==> config.mk <==
export PLATFORM = sky130hd
export DESIGN_NAME = clk_div_cfg_sched
export DESIGN_NICKNAME = d
export VERILOG_FILES = /design/src/rtl/clk_div_cfg_sched.sv
export SDC_FILE = /design/constraint.sdc
export NUM_CORES = 1
export LEC_CHECK = 0
export CAP_MARGIN = 20
export CORE_UTILIZATION = 50
export DETAILED_ROUTE_END_ITERATION = 10
export PLACE_DENSITY = 0.85
export SLEW_MARGIN = 15
export SYNTH_ARGS = -nofsm -noshare
export SYNTH_HDL_FRONTEND = slang
export SYNTH_SLANG_ARGS = --single-unit
==> constraint.sdc <==
create_clock -name OPB_CLK -period 5.08 [get_ports OPB_CLK]
set_clock_uncertainty 0.15 [all_clocks]
set_input_delay 0.762 -clock OPB_CLK [delete_from_list [all_inputs] [get_ports OPB_CLK]]
set_output_delay 0.762 -clock OPB_CLK [all_outputs]
set_load 0.02 [all_outputs]
==> src/rtl/clk_div_cfg_sched.sv <==
`default_nettype none
// clk_div_cfg_sched: round-robin arbiter for two divider-update requesters that
// writes the clock-generator register, waits SETTLE cycles, reads back and retries on mismatch.
module clk_div_cfg_sched #(
  parameter int unsigned RETRY_MAX = 2,
  parameter int unsigned SETTLE    = 1
) (
  input  logic        OPB_CLK,
  input  logic        OPB_RST,
  input  logic        R0_REQ,
  input  logic [3:0]  R0_ADDR,
  input  logic [15:0] R0_DATA,
  output logic        R0_ACK,
  input  logic        R1_REQ,
  input  logic [3:0]  R1_ADDR,
  input  logic [15:0] R1_DATA,
  output logic        R1_ACK,
  output logic [3:0]  CG_ADDR,
  output logic [15:0] CG_DI,
  output logic        CG_WE,
  output logic        CG_RE,
  input  logic [31:0] CG_DO,
  output logic        BUSY,
  output logic        ERR,
  output logic [1:0]  ERR_CODE
);

  localparam int unsigned   RW        = (RETRY_MAX < 1) ? 1 : $clog2(RETRY_MAX + 1);
  localparam logic [RW-1:0] RMAX      = RW'(RETRY_MAX);
  localparam logic [3:0]    SETTLE_M1 = 4'((SETTLE > 0) ? SETTLE - 1 : 0);

  typedef enum logic [2:0] {
    S_IDLE, S_GRANT, S_WRITE, S_SETTLE, S_READ, S_CHECK, S_RESP
  } state_t;

  state_t          state_q;
  logic            last_q;
  logic            sel_q;
  logic [3:0]      addr_q;
  logic [15:0]     data_q;
  logic [15:0]     rd_q;
  logic [3:0]      cnt_q;
  logic [RW-1:0]   retry_q;

  logic            win;
  logic            addr_ok;
  logic            data_ok;
  logic [15:0]     unused_do_hi;

  // Requester 1 wins only if alone or if requester 0 was granted last.
  assign win          = R1_REQ & (~R0_REQ | ~last_q);
  assign addr_ok      = (addr_q != 4'h1) && (addr_q[3] == 1'b0);
  assign data_ok      = (data_q != 16'h0000) || (addr_q == 4'h5);
  assign BUSY         = (state_q != S_IDLE);
  assign unused_do_hi = CG_DO[31:16];

  always_ff @(posedge OPB_CLK or posedge OPB_RST) begin
    if (OPB_RST) begin
      state_q  <= S_IDLE;
      last_q   <= 1'b1;
      sel_q    <= 1'b0;
      addr_q   <= 4'h0;
      data_q   <= 16'h0000;
      rd_q     <= 16'h0000;
      cnt_q    <= 4'h0;
      retry_q  <= '0;
      R0_ACK   <= 1'b0;
      R1_ACK   <= 1'b0;
      CG_ADDR  <= 4'h0;
      CG_DI    <= 16'h0000;
      CG_WE    <= 1'b0;
      CG_RE    <= 1'b0;
      ERR      <= 1'b0;
      ERR_CODE <= 2'b00;
    end else begin
      R0_ACK  <= 1'b0;
      R1_ACK  <= 1'b0;
      CG_WE   <= 1'b0;
      CG_RE   <= 1'b0;
      CG_ADDR <= 4'h0;
      CG_DI   <= 16'h0000;
      case (state_q)
        S_IDLE: begin
          if (R0_REQ || R1_REQ) begin
            sel_q   <= win;
            last_q  <= win;
            addr_q  <= win ? R1_ADDR : R0_ADDR;
            data_q  <= win ? R1_DATA : R0_DATA;
            state_q <= S_GRANT;
          end
        end
        S_GRANT: begin
          if (!addr_ok || !data_ok) begin
            state_q  <= S_RESP;
            R0_ACK   <= ~sel_q;
            R1_ACK   <= sel_q;
            ERR      <= 1'b1;
            ERR_CODE <= addr_ok ? 2'b10 : 2'b01;
          end else begin
            state_q <= S_WRITE;
            CG_WE   <= 1'b1;
            CG_ADDR <= addr_q;
            CG_DI   <= data_q;
          end
        end
        S_WRITE: begin
          if (SETTLE == 0) begin
            state_q <= S_READ;
            CG_RE   <= 1'b1;
            CG_ADDR <= addr_q;
          end else begin
            state_q <= S_SETTLE;
            cnt_q   <= SETTLE_M1;
          end
        end
        S_SETTLE: begin
          if (cnt_q == 4'h0) begin
            state_q <= S_READ;
            CG_RE   <= 1'b1;
            CG_ADDR <= addr_q;
          end else begin
            cnt_q <= cnt_q - 4'h1;
          end
        end
        S_READ: begin
          rd_q    <= CG_DO[15:0];
          state_q <= S_CHECK;
        end
        S_CHECK: begin
          if (rd_q == data_q) begin
            state_q  <= S_RESP;
            R0_ACK   <= ~sel_q;
            R1_ACK   <= sel_q;
            ERR      <= 1'b0;
            ERR_CODE <= 2'b00;
          end else if (retry_q < RMAX) begin
            retry_q <= retry_q + 1'b1;
            state_q <= S_WRITE;
            CG_WE   <= 1'b1;
            CG_ADDR <= addr_q;
            CG_DI   <= data_q;
          end else begin
            state_q  <= S_RESP;
            R0_ACK   <= ~sel_q;
            R1_ACK   <= sel_q;
            ERR      <= 1'b1;
            ERR_CODE <= 2'b11;
          end
        end
        S_RESP: begin
          retry_q <= '0;
          state_q <= S_IDLE;
        end
        default: state_q <= S_IDLE;
      endcase
    end
  end

endmodule
`default_nettype wire

# --- Word-level counts from Yosys, hierarchy flattened ---
# Index checks and enable logic that the tools add are counted.
# W data, S select, Z words.
word_totals:
  ff_bits: 74
  inputBits: 76
  out_inout_bits: 28
op_classes:
  n_addsub: 2
  magnitude_cmp: 1
  n_eq_ne: 16
  mux: 45
  bitwise_logic: 6
  n_reduce_logical: 18
ops:
  columns: ["op", "n"]
  rows:
  - ["$mux W16", 4]
  - ["$pmux W16 S2", 1]
  - ["$mux W4", 6]
  - ["$pmux W3 S6", 1]
  - ["$eq A16 B16 Y1", 1]
  - ["$reduce_bool A16 Y1", 1]
  - ["$mux W3", 5]
  - ["$mux W1", 14]
  - ["$mux W2", 6]
  - ["$ne A2 B2 Y1 const B", 6]
  - ["$pmux W4 S3", 1]
  - ["$eq A3 B3 Y1 const B", 3]
  - ["$pmux W1 S2", 4]
  - ["$pmux W2 S2", 2]
  - ["$pmux W4 S2", 1]
  - ["$eq A3 B2 Y1 const B", 2]
  - ["$reduce_and A2 Y1", 3]
  - ["$reduce_and A3 Y1", 2]
  - ["$reduce_bool A2 Y1", 3]
  - ["$eq A4 B3 Y1 const B", 1]
  - ["$logic_not A4 Y1", 1]
  - ["$ne A4 B1 Y1 const B", 1]
  - ["$not A1 Y1", 4]
  - ["$sub A4 B1 Y4 const B", 1]
  - ["other kinds (11)", 14]

# --- Depth between registers and ports, before layout ---
# Gate-level depths: netlist (run 1).
logic_depth:
  word_depth: 6
  ltp_mapped: 7

# --- Least setup slack after synthesis (run 1) ---
# OpenSTA, ideal clock, no wires.
synth_timing:
  path_type: "input to register"
  startpoint: "in R1_REQ"
  endpoint: "reg addr_q[0]"
  setup_time_ns: 0.126
  arrival_time_ns: 1.765
  path_slack_ns: 3.039
  cell_stages: 4
  cell_sequence: "a21boi_1 > clkbuf_1 > mux2i_1 > a21oi_1"
synth_via:
  elab_chain_cells: 2
  word_cells_on_any_way: 4
  classes_between: "mux: 1; bitwise: 1; reduce/logical: 2"
synth_rtl:
  columns: ["element", "line_no", "rtl"]
  rows:
  - ["from (decl)", "14", "input logic R1_REQ,"]
  - ["$and A1 B1 Y1 or $logic_or A1 B1 Y1 (tied branches)", "51, 84", null]
  - ["$mux W4 or $reduce_and A2 Y1 (tied branches)", null, null]
  - ["to (signal assigned)", "87", "addr_q <= win ? R1_ADDR : R0_ADDR;"]
  - ["to (decl)", "39", "logic [3:0] addr_q;"]
# Parallel ways exist; a longest one is shown, timed or not.
# A chain may end at the register's enable or synchronous reset.

# --- Worst setup path in the final report (run 1) ---
layout_timing:
  startpoint: "reg state_q[2]"
  endpoint: "out BUSY"
layout_via:
  elab_chain_cells: 1
layout_rtl:
  columns: ["element", "line_no", "rtl"]
  rows:
  - ["from (decl)", "36", "state_t state_q;"]
  - ["from (signal assigned)", "59", "state_q <= S_IDLE;"]
  - ["from (signal assigned)", "89", "state_q <= S_GRANT;"]
  - ["from (signal assigned)", "94", "state_q <= S_RESP;"]
  - ["$reduce_bool A3 Y1", "54", "assign BUSY = (state_q != S_IDLE);"]
  - ["to (decl)", "23", "output logic BUSY,"]
# Every way passes these cells.

==> flow_metrics.py, run 1 <==
metrics = {
    "status": {
        "outcome": "complete, no violations",
    },
    "grt": {
        "grt_pass1_wl_um": 11700,
        "antenna_found_initial": 0,
        "grt_pass1_vias": 2499,
        "grt_overflow": 0,
        "track_usage_pct": 21.9,
        "grt_max_degree": 47,
    },
    "detailed_routing": {
        "drc": 0,
        "wire_per_inst_um": 15.3,
        "via_count": 2411,
        "vias_per_cell": 5.32,
        "wl_met1_um": 2940,
        "wl_um": 6950,
        "wl_met3_um": 269,
        "first_iter_violations": 102,
        "first_pass_iters": 4,
        "top_layer_used": "met4",
        "wl_met2_um": 3510,
        "ant_nets": 0,
    },
    "critical_path": {
        "startpoint_type": "register",
        "crit_slowest_cell": "nor3_1",
        "cp-end-kind": "primary output",
        "r2r_start": "data_q[1]",
        "path_max_fanout": 17,
        "reg2reg_to": "CG_DI[9]",
        "slowest_delay_ps": 590,
        "worst_ep_required_time_ps": 4170,
        "worstPathArrival_ps": 2140,
        "r2r_slack_ps": 2780,
        "path_cells": "nor3_1, inv_2, clkdlybuf4s50_1",
        "path_buf_inv": 2,
        "critPathTopFamily": "buffers and inverters",
        "rr_worst_depth": 5,
        "worstSetupPathType": "reg2out",
    },
    "clock_tree": {
        "clkTransAtPathRegs_ps": 70,
        "post-cts-setup-buffers": 0,
        "cts.path.max_buffers": 2,
        "cts_tree": "done",
        "worstSkewPairLatency_ps": 340,
        "cts_hold_buf": 0,
        "cts-htree-levels": 3,
        "numClockSinks": 74,
        "cts_resized": 0,
        "cts-root-buf": "clkbuf_8",
        "numCtsBuffers": 9,
    },
    "floorplanning": {
        "initial_core_util_pct": 51.7,
        "die_area_sq_um": 6860,
        "core_sq_um": 6310,
        "die_h_um": 82.8,
        "dieWidth_um": 82.8,
        "num_rows": 29,
        "io_pins": 104,
    },
    "power_and_ir_drop": {
        "ir_worst_vdd_uv": 299,
        "leakagePower_nw": 1.89,
        "swShare_pct": 37.4,
        "p_int_w": 0.00147,
        "p_comb_share_pct": 38.9,
        "pwr-share-seq_pct": 44.6,
        "power.density_nw_per_um2": 540,
        "pwr-share-clk_pct": 16.5,
        "switching_power_w": 0.000878,
    },
    "cells_and_area": {
        "utilization_pct": 68.8,
        "final_cell_count_no_fill": 453,
        "antenna_cells": 0,
        "drive_gt1_share_pct": 11.4,
        "layout.nets": 450,
        "area_growth_pct": 33.1,
    },
    "synth": {
        "yosysMostFrequentCell": "dfrtp_1",
        "synth_common_cells": "dfrtp_1 (73), a21oi_1 (28), nor2_1 (28), mux2i_1 (20)",
        "synth_nets": 362,
        "synth_edf_count": 0,
        "yosys.area.top_type": "dfrtp_1",
        "synth.top_cell.area_share_pct": 56.0,
        "yosys_warnings": 0,
        "synth_area_per_cell_sq_um": 11.5,
        "yosysSeqAreaShare_pct": 56.8,
        "synthCells": 285,
        "synth-seq-cells": 74,
        "synthFlopType": "dfrtp_1",
        "syn_area_sq_um": 3260,
        "synth_cell_type_count": 42,
        "async_flop_share_pct": 100,
        "synth_area_leaders": "dfrtp_1 (56%), mux2i_1 (6.1%), mux2_2 (5.5%)",
    },
    "sta": {
        "worstMarginPinSlew_ps": 922,
        "period_share_pct": 60.1,
        "setup_viol": 0,
        "rsz0062_at_grt": "false",
        "tns_ps": 0,
        "fin_crit_ps": 3050,
        "drv_slew": 0,
        "fmax_ghz": 0.327,
        "relSlewSlack_pct": 38.4,
        "hold_viol_final": 0,
        "layout_setup_ws_ps": 2030,
    },
    "placed_design": {
        "portBuffers": 87,
        "place_ws_ps": 2060,
        "gp_congestion": 0.821,
        "placed_cells": 439,
        "dp_hpwl_um": 5110,
    },
    "worst_hold_path": {
        "hold_path.class": "reg2reg",
        "min-delay-start": "sel_q",
        "hold_path_end": "R0_ACK",
        "hold_depth": 1,
    },
    "flow_run": {
        "drv_cap": 0,
    },
}
-- placed cells by master, fill, tap and decap left out, drive strengths merged, types with 2 or more instances in the layout --
| cell | netlist | routed |
|---|---|---|
| o21a | 3 | 3 |
| buf | 9 | 3 |
| xor2 | 16 | 16 |
| clkbuf | 4 | 14 |
| nor2 | 30 | 30 |
| inv | 11 | 11 |
| nand2 | 7 | 7 |
| a21oi | 28 | 28 |
| dfrtp | 73 | 73 |
| and2 | 16 | 16 |
| a31oi | 3 | 3 |
| mux2 | 16 | 16 |
| a211oi | 2 | 2 |
| nand3 | 5 | 5 |
| mux2i | 20 | 20 |
| or3b | 2 | 2 |
| nand2b | 4 | 4 |
| xnor2 | 2 | 2 |
| nor4 | 11 | 11 |
| clkdlybuf4s50 | 0 | 87 |
| o21ai | 7 | 7 |
-- power by group through the flow --
stage	sequential, W	combinational (W)	clock (W)
final	0.00105	0.000912	0.000387
after global routing	0.00108	0.000998	0.000416
after CTS	0.00105	0.000919	0.000387
after detailed placement	0.00106	0.000914	0
after global placement	0.00104	0.000880	0
after floorplan	0.00105	0.000589	0
-- worst register-to-register path, cell delays in order, from the launching register on --
cell     delay (ps)
dfrtp_1         450
xor2_1          170
nor4_2          330
nand4_2         290
a22o_1          510
and2_1          280
-- registers in the layout, indices dropped and copies added (netlist names), 3 cells and up --
register,count
cnt_q,4
CG_ADDR,4
rd_q,16
addr_q,4
state_q,3
CG_DI,16
data_q,16
-- routing by layer --
| metal | track usage (%) | vias up |
|---|---|---|
| li1 | - | 1161 |
| met1 | 26.7 | 1158 |
| met2 | 36.6 | 72 |
| met3 | 5.27 | 20 |
| met4 | 10.5 | 0 |
| met5 | 0 | - |
-- final cells by class --
| cell class | instances | area, sq um |
|---|---|---|
| timing repair buffer | 90 | 893 |
| inverter | 11 | 41.3 |
| sequential | 74 | 1850 |
| multi-input combinational | 187 | 1310 |
| tap | 77 | 96.3 |
| fill | 495 | 1970 |
| clock buffer | 14 | 153 |
-- metrics by stage --
step,power [W],hold slack (ps),area (sq um)
after floorplan,0.00164,249,3260
after global placement,0.00192,261,4190
after detailed placement,0.00197,275,4190
after CTS,0.00235,284,4340
after global routing,0.00249,300,4340
final,0.00234,291,4340
-- worst max-delay path by stage --
stage | slack, ps | end | from | cells after the start
CTS | 2030 | BUSY | state_q[2] | 3
global route | 1910 | BUSY | state_q[2] | 3
global placement | 2130 | data_q[15] | R1_REQ | 5
detailed placement | 2060 | data_q[5] | R1_REQ | 5
floorplan | 2290 | CG_ADDR[0] | OPB_RST | 1
finish | 2030 | BUSY | state_q[2] | 3
-- cell families after synthesis --
kind of cell / count (synthesis) / synth area share, %
xor+xnor: 18 / 4.83
fa+ha+maj: 1 / 0.383
buf+inv: 24 / 3.30
flops: 74 / 56.8
compound gates: 50 / 8.85
mux: 36 / 11.7
simple gates: 82 / 14.2
Note: power is estimated with default switching activity, not from simulation.
==> run 2, diff against run 1 <==
Settings changed: CORE_UTILIZATION 50 to 42, PLACE_DENSITY 0.85 to 0.77.
Clock period 5.08 ns to 2.55 ns, I/O delays scaled along.
==> flow_metrics.py, run 2 (synthesis results as in run 1) <==
metrics = {
    "detailed_routing": {
        "wire_per_inst_um": 14.4,
        "via_count": 2394,
        "vias_per_cell": 4.98,
        "first_iter_violations": 147,
        "wl_um": 6940,
        "first_pass_iters": 4,
        "drc": 0,
        "ant_nets": 0,
    },
    "clock_tree": {
        "post-cts-setup-buffers": 0,
        "cts.path.max_buffers": 2,
        "numCtsBuffers": 9,
        "cts_hold_buf": 0,
        "clkTransAtPathRegs_ps": 80,
        "cts_resized": 0,
        "cts-htree-levels": 3,
        "worstSkewPairLatency_ps": 340,
        "cts_tree": "done",
        "numClockSinks": 74,
        "cts-root-buf": "clkbuf_8",
    },
    "sta": {
        "worstMarginPinSlew_ps": 588,
        "drv_slew": 0,
        "setup_viol": 0,
        "tns_ps": 0,
        "fmax_ghz": 0.423,
        "hold_slack_ps": 274,
        "relSlewSlack_pct": 60.8,
        "fin_crit_ps": 2370,
        "rsz0062_at_grt": "false",
        "hold_viol_final": 0,
        "period_share_pct": 92.8,
    },
    "floorplanning": {
        "initial_core_util_pct": 44.3,
        "num_rows": 31,
        "die_area_sq_um": 8130,
        "dieWidth_um": 90.2,
        "die_h_um": 90.2,
        "io_pins": 104,
        "core_sq_um": 7370,
    },
    "critical_path": {
        "worst_ep_required_time_ps": 2020,
        "slowest_delay_ps": 530,
        "startpoint_type": "register",
        "path_max_fanout": 12,
        "worstSetupPathType": "reg2out",
        "worstPathArrival_ps": 1830,
        "crit_slowest_cell": "clkdlybuf4s50_1",
        "path_cells": "nor3_1, buf_4, inv_2, clkdlybuf4s50_1",
        "cp-end-kind": "primary output",
    },
    "grt": {
        "grt_pass1_vias": 2439,
        "track_usage_pct": 18.8,
        "grt_overflow": 0,
        "grt_max_degree": 75,
        "grt_pass1_wl_um": 11800,
        "antenna_found_initial": 0,
    },
    "cells_and_area": {
        "antenna_cells": 0,
        "final_common_cell": "clkdlybuf4s50_1",
        "largest_registers": "CG_DI x16, data_q x16, rd_q x16",
        "mostFrequentLayoutCells": "clkdlybuf4s50_1 (87), dfrtp_1 (73), nor2_1 (28), a21oi_1 (28), mux2i_1 (20)",
        "area_growth_pct": 38.3,
        "utilization_pct": 61.2,
        "drive_gt1_share_pct": 13.9,
        "layout.nets": 454,
    },
    "placed_design": {
        "dp_hpwl_um": 5100,
        "portBuffers": 87,
        "gp_congestion": 0.803,
    },
    "power_and_ir_drop": {
        "power.density_nw_per_um2": 1120,
        "leakagePower_nw": 1.97,
        "ir_worst_vdd_uv": 474,
    },
    "flow_run": {
        "drv_cap": 0,
    },
    "status": {
        "outcome": "complete, no violations",
    },
    "worst_hold_path": {
        "hold_path.class": "reg2reg",
    },
}
-- run 2: path summary, 6_finish.rpt --
check                        endpoint  startpoint  slack [ps]  depth (start not counted)
hold / removal                 R0_ACK       sel_q         270                          1
min in group asynchronous   addr_q[0]     OPB_RST         280                          3
setup reg to reg           CG_ADDR[0]   data_q[1]         210                          5
max in group asynchronous      last_q     OPB_RST        1630                          3
setup / recovery                 BUSY  state_q[1]         180                          4
hold reg to reg                R0_ACK       sel_q         270                          1
-- run 2: power by group --
group / leakage [nW] / switching (W) / internal, W / total [W]
clock network: 0.129 / 0.000412 / 0.000700 / 0.00111
registers: 0.904 / 0.000403 / 0.00165 / 0.00205
logic: 0.934 / 0.000940 / 0.000930 / 0.00187
total: 1.97 / 0.00175 / 0.00328 / 0.00504
-- run 2: layout make-up --
class | instances | area (sq um)
clock inverter | 5 | 100
inverter | 11 | 41.3
clock buffer | 11 | 151
multi-input combinational | 187 | 1310
sequential | 74 | 1850
timing repair buffer | 94 | 936
tap | 99 | 124
fill | 596 | 2860
-- run 2: critical path: cells and delay by family (launching register included) --
family	cells	cell delay, ps
flops	1	510
simple gates	1	240
buf+inv	3	740
-- run 2: layer usage --
| layer | GRT usage (%) | wire, um | up-vias |
|---|---|---|---|
| met5 | 0 | 0 | - |
| met4 | 10.2 | 212 | 0 |
| met3 | 4.06 | 264 | 17 |
| met2 | 30.9 | 3550 | 74 |
| met1 | 23.0 | 2920 | 1141 |
| li1 | - | - | 1162 |
-- run 2: stage by stage --
stage	setup slack, ps	power (W)	std cells	instance area (sq um)
final	185	0.00504	481	4510
after CTS	171	0.00508	481	4510
after global placement	292	0.00388	465	4260
after global routing	74.1	0.00536	481	4510
after floorplan	138	0.00326	285	3260
after detailed placement	278	0.00396	465	4260
